`src/rtl/ldpc_pkg.sv`:
```
// ldpc_pkg: shared types, default widths and helpers for the LDPC decoder datapath
package ldpc_pkg;
    typedef enum logic {ACCUM, EMIT} state_t;
    localparam int DEF_W = 21;
    localparam int DEF_DEG = 8;
    localparam logic [DEF_W-2:0] MAG_MAX = '1;
    function automatic int cnt_w(input int deg);
        return deg < 2 ? 1 : $clog2(deg);
    endfunction
endpackage

```
`src/rtl/llr_abs_sat.sv`:
```
// llr_abs_sat: split a two's-complement LLR into sign and saturated magnitude
module llr_abs_sat #(
    parameter int W = 21
) (
    input  logic [W-1:0] llr,
    output logic         sgn,
    output logic [W-2:0] mag
);
    logic [W-1:0] neg;
    assign neg = -llr;
    assign sgn = llr[W-1];
    // the most negative code negates onto itself, so its msb flags saturation
    assign mag = !llr[W-1] ? llr[W-2:0] : neg[W-1] ? '1 : neg[W-2:0];
endmodule

```
`src/rtl/minsum_check_node.sv`:
```
// minsum_check_node: serial min-sum / offset-min-sum LDPC check node of degree DEG
module minsum_check_node import ldpc_pkg::*; #(
    parameter int W = DEF_W,
    parameter int DEG = DEF_DEG,
    parameter int OFFSET = 1
) (
    input  logic         clk,
    input  logic         rst_n,
    input  logic         in_valid,
    output logic         in_ready,
    input  logic [W-1:0] in_data,
    input  logic         mode,
    output logic         out_valid,
    input  logic         out_ready,
    output logic [W-1:0] out_data,
    output logic         out_last
);
    localparam int CW = cnt_w(DEG);
    localparam logic [CW-1:0] LAST = CW'(DEG - 1);
    localparam logic [W-2:0] OFF = (W-1)'(OFFSET);

    state_t         state, state_d;
    logic [CW-1:0]  cnt, idx1;
    logic [W-2:0]   min1, min2, mag, sel, adj;
    logic [DEG-1:0] sgn;
    logic           parity, mode_r, s, in_fire, out_fire, at_last;

    llr_abs_sat #(.W(W)) u_abs (.llr(in_data), .sgn(s), .mag(mag));

    assign in_ready  = state == ACCUM;
    assign out_valid = state == EMIT;
    assign in_fire   = in_valid && in_ready;
    assign out_fire  = out_ready && out_valid;
    assign at_last   = cnt == LAST;

    // next state: leave ACCUM on the last accepted edge, leave EMIT on the last delivered edge
    always_comb begin
        state_d = (in_fire && at_last) ? EMIT : (out_fire && at_last) ? ACCUM : state;
    end

    // state register
    always_ff @(posedge clk) begin
        if (!rst_n) state <= ACCUM;
        else        state <= state_d;
    end

    // shared edge counter plus two-minimum, sign and parity accumulation; cleared at block end
    always_ff @(posedge clk) begin
        if (!rst_n || (out_fire && at_last)) begin
            cnt    <= '0;
            min1   <= '1;
            min2   <= '1;
            idx1   <= '0;
            parity <= 1'b0;
            sgn    <= '0;
            mode_r <= 1'b0;
        end else if (in_fire) begin
            cnt         <= at_last ? '0 : cnt + 1'b1;
            sgn[cnt]    <= s;
            parity      <= parity ^ s;
            if (cnt == '0) mode_r <= mode;
            if (mag < min1) begin
                min2 <= min1;
                min1 <= mag;
                idx1 <= cnt;
            end else if (mag < min2) begin
                min2 <= mag;
            end
        end else if (out_fire) begin
            cnt <= cnt + 1'b1;
        end
    end

    // extrinsic output built only from registers: exclude own edge, offset, then apply sign
    always_comb begin
        sel      = (cnt == idx1) ? min2 : min1;
        adj      = mode_r ? ((sel > OFF) ? sel - OFF : '0) : sel;
        out_data = out_valid ? ((parity ^ sgn[cnt]) ? -{1'b0, adj} : {1'b0, adj}) : '0;
        out_last = out_valid && at_last;
    end
endmodule

```
`config.mk`:
```
export PLATFORM = sky130hd
export DESIGN_NAME = minsum_check_node
export DESIGN_NICKNAME = d
export VERILOG_FILES = /design/src/rtl/ldpc_pkg.sv /design/src/rtl/llr_abs_sat.sv /design/src/rtl/minsum_check_node.sv
export SDC_FILE = /design/constraint.sdc
export NUM_CORES = 1
export LEC_CHECK = 0
export ABC_AREA = 1
export CAP_MARGIN = 20
export CORE_MARGIN = 4
export CORE_UTILIZATION = 50
export DETAILED_ROUTE_END_ITERATION = 10
export HOLD_SLACK_MARGIN = 0.06
export PLACE_DENSITY = 0.7
export SYNTH_ARGS = -nofsm -noshare
export SYNTH_HDL_FRONTEND = slang
export SYNTH_SLANG_ARGS = --single-unit
```
`constraint.sdc`:
```
create_clock -name clk -period 4.8 [get_ports clk]
set_clock_uncertainty 0.1 [all_clocks]
set_input_delay 0.96 -clock clk [delete_from_list [all_inputs] [get_ports clk]]
set_output_delay 0.96 -clock clk [all_outputs]
set_load 0.02 [all_outputs]
```
==> impl_metrics.tcl <==
set metrics [dict create \
    synthCells 1003 \
    layout-drive-gt1-share_pct 15.7 \
    critical_path_class "flip-flop to output port" \
    synth_edf_count 0 \
    htree_levels 3 \
    whs_path_depth 2 \
    die_h_um 117 \
    clk_pin_slew_ns 0.05 \
    p_int_mw 1.37 \
    synth-seq-cells 57 \
    syn-cell-area_sq_um 5890 \
    critPathRequiredTime_ns 3.74 \
    initial_core_util_pct 51.4 \
    grt_max_degree 44 \
    total_power_mw 2.28 \
    ys_top_cells_by_count "nand2_1, nand3_1, inv_1" \
    clock.fmax_mhz 220 \
    rr_startpoint "out_valid$_SDFFE_PN0P_" \
    r2r_cells 6 \
    cp.arrival_ns 3.48 \
    drt_iter0_drc 506 \
    place_ws_ns -0.170 \
    fillCellCount 1096 \
    cts_buffers 9 \
    fin_nets 1156 \
    layout.cells.non_filler 1233 \
    final-max-slew-violation-count 0 \
    status "finished, final reports clean" \
    synth_top_area_cell "nand2_1" \
    vias_per_cell 5.34 \
    tightest_slew_ns 0.755 \
    cts_buffer_depth 2 \
    portBuffers 49 \
    setup_ws_ns 0.263 \
    clk_latency_ns 0.33 \
    io_pins 50 \
    die_x_um 117 \
    drt-total-wl_mm 16.2 \
    period_minus_slack_ns 4.54 \
    cts_tree "yes" \
    p_sw_mw 0.910 \
    ctsHoldBuffers 0 \
    ys_seq_area_share_pct 19.4 \
    grt_usage_pct 24.5 \
    multi_input_area_sq_um 4220 \
    antenna_found_initial 0 \
    combPwrFrac_pct 43.5 \
    netlist.area_leader.share_pct 20.1 \
    min_path_type "flip-flop to flip-flop" \
    diodes 0 \
    grt_pass1_wl_mm 27.4 \
    hold_viol 0 \
    max-cap-violations 0 \
    p_sw_share_pct 39.9 \
    period_share_pct 94.5 \
    synth_cell_types 49 \
    cp-start-kind "flip-flop" \
    route.detailed.drc 0 \
    setup_tns_ns 0 \
    syn_nets 1074 \
    ant_nets 0 \
    setup_violations 0 \
    routedWlPerCell_um 13.1 \
    overflow 0 \
    dr.pass1.iters 6 \
    rows 39 \
    cellPowerDensity_nw_per_um2 312 \
    min_to "sgn[7]$_SDFFE_PP0P_" \
    endpoint_kind "output port" \
    cts_root_buffer "clkbuf_16" \
    rsz0062_at_grt "true" \
    die_area_sq_um 13600 \
    hold_start "sgn[7]$_SDFFE_PP0P_" \
    regArea_sq_um 1140 \
    ir_drop_v 0.000271 \
    syn_avg_cell_area_sq_um 5.88 \
    dp_hpwl_mm 12.4 \
    place.gp.congestion 0.870 \
    r2r_end "cnt[1]$_SDFFE_PP0P_" \
    ys.flop_type "dfxtp_1" \
    synth.most_common_cell "nand2_1" \
    cts.sink_count 57 \
    area_growth_pct 24.1 \
    async_flop_share_pct 0 \
    coreArea_sq_um 11500 \
    p_leak_nw 4.06 \
    clock_power_share_pct 30.5 \
    yosysWarnings 0 \
    dp_cells 1214 \
    vias 6586 \
    r2r_slack_ns 1.88 \
    grt_pass1_vias 6004 \
    crit_fanout 8 \
    p_seq_share_pct 26.0 \
    relSlewSlack_pct 49.6 \
    synthTopCellsByArea "nand2_1, dfxtp_1, nand3_1" \
]
==> worst max-delay path: stages (launching register included) <==
cell,delay (ns)
dfxtp_1,0.33
xnor2_2,0.25
nand3_4,0.16
nand2_1,0.10
nand2_1,0.10
inv_1,0.12
ha_1,0.21
nor2_1,0.07
nor2_1,0.12
nand2_2,0.08
nor2_4,0.13
nand3_1,0.13
a21oi_2,0.22
ha_2,0.24
nand3_1,0.12
nor2_4,0.14
nand2_1,0.09
nand2_1,0.11
o21ai_0,0.08
nor2_1,0.15
clkbuf_2,0.18
==> per-layer routing <==
layer	share of wire (%)	wire (um)	GRT usage, %
met1	47	7540	32.8
met2	47	7590	40.8
met3	5.2	843	4.35
met4	1.2	193	6.88
met5	0	0	0
==> repair_timing <==
item                                    4_1_cts  5_1_grt
setup buffers                                 0        2
cloned                                        0        1
gates resized for setup                       9       53
pin swaps                                     0       13
endpoints found under the setup margin       12       61
==> power by group through the flow <==
stage / combinational [mW] / sequential [mW] / clock, mW
detailed placement: 0.955 / 0.601 / 0
floorplan: 0.721 / 0.578 / 0
global placement: 0.940 / 0.602 / 0
CTS: 0.963 / 0.593 / 0.708
global route: 1.14 / 0.599 / 0.728
finish: 0.992 / 0.594 / 0.697
==> layout make-up <==
type	count	share of cell area, %
Clock inverter	5	1.08
Inverter	117	6.00
Tap cell	143	2.45
Timing Repair Buffer	111	13.8
Multi-Input combinational cell	789	57.7
Sequential cell	57	15.6
Clock buffer	11	3.32
==> flip-flops by register name, indices dropped and copies added, names as in the netlist <==
register / flops
min2: 20
idx1: 3
cnt: 3
out_valid: 1
mode_r: 1
sgn: 8
min1: 20
parity: 1
==> through the flow <==
step / util, % / hold WS (ns) / cell area, sq um
2_1_floorplan: - / 0.339 / 5890
3_3_place_gp: 59.7 / 0.347 / 6850
3_5_place_dp: 59.7 / 0.351 / 6850
4_1_cts: 62.5 / 0.359 / 7160
5_1_grt: 63.8 / 0.377 / 7320
6_report: 63.8 / 0.360 / 7320
==> logic make-up after synthesis <==
| group | synth area share (%) |
|---|---|
| compound gates | 10.2 |
| xor+xnor | 1.17 |
| fa+ha+maj | 9.55 |
| buf+inv | 10.8 |
| flops | 19.4 |
| simple gates | 48.9 |
==> cell usage in the layout (no fill, tap or decap), types with 8 or more instances in the layout <==
master and n:
nor2_4 9, dlymetal6s2s_1 14, nand2_1 312, buf_4 58, clkbuf_16 10, a21oi_1 46
nor2_1 67, clkdlybuf4s50_1 28, nand3_2 8, o21ai_0 32, dfxtp_1 56, nand2_2 23
nor3_1 11, or2_2 12, nand3_1 137, inv_1 108, nand4_1 26, ha_1 43
==> worst max-delay path by stage <==
stage                         start                    end  slack, ns  cells after the start
2_1_floorplan            in_data[0]   idx1[2]$_SDFFE_PP0P_       0.45                     23
3_3_place_gp             in_data[1]  min2[13]$_SDFFE_PP1P_      -0.11                     24
3_5_place_dp             in_data[1]   min2[4]$_SDFFE_PP1P_      -0.17                     24
4_1_cts         cnt[2]$_SDFFE_PP0P_           out_data[19]      0.002                     22
5_1_grt         cnt[2]$_SDFFE_PP0P_           out_data[10]      -0.11                     21
6_report       idx1[1]$_SDFFE_PP0P_           out_data[10]       0.26                     20
(Power assumes the default switching activity.)
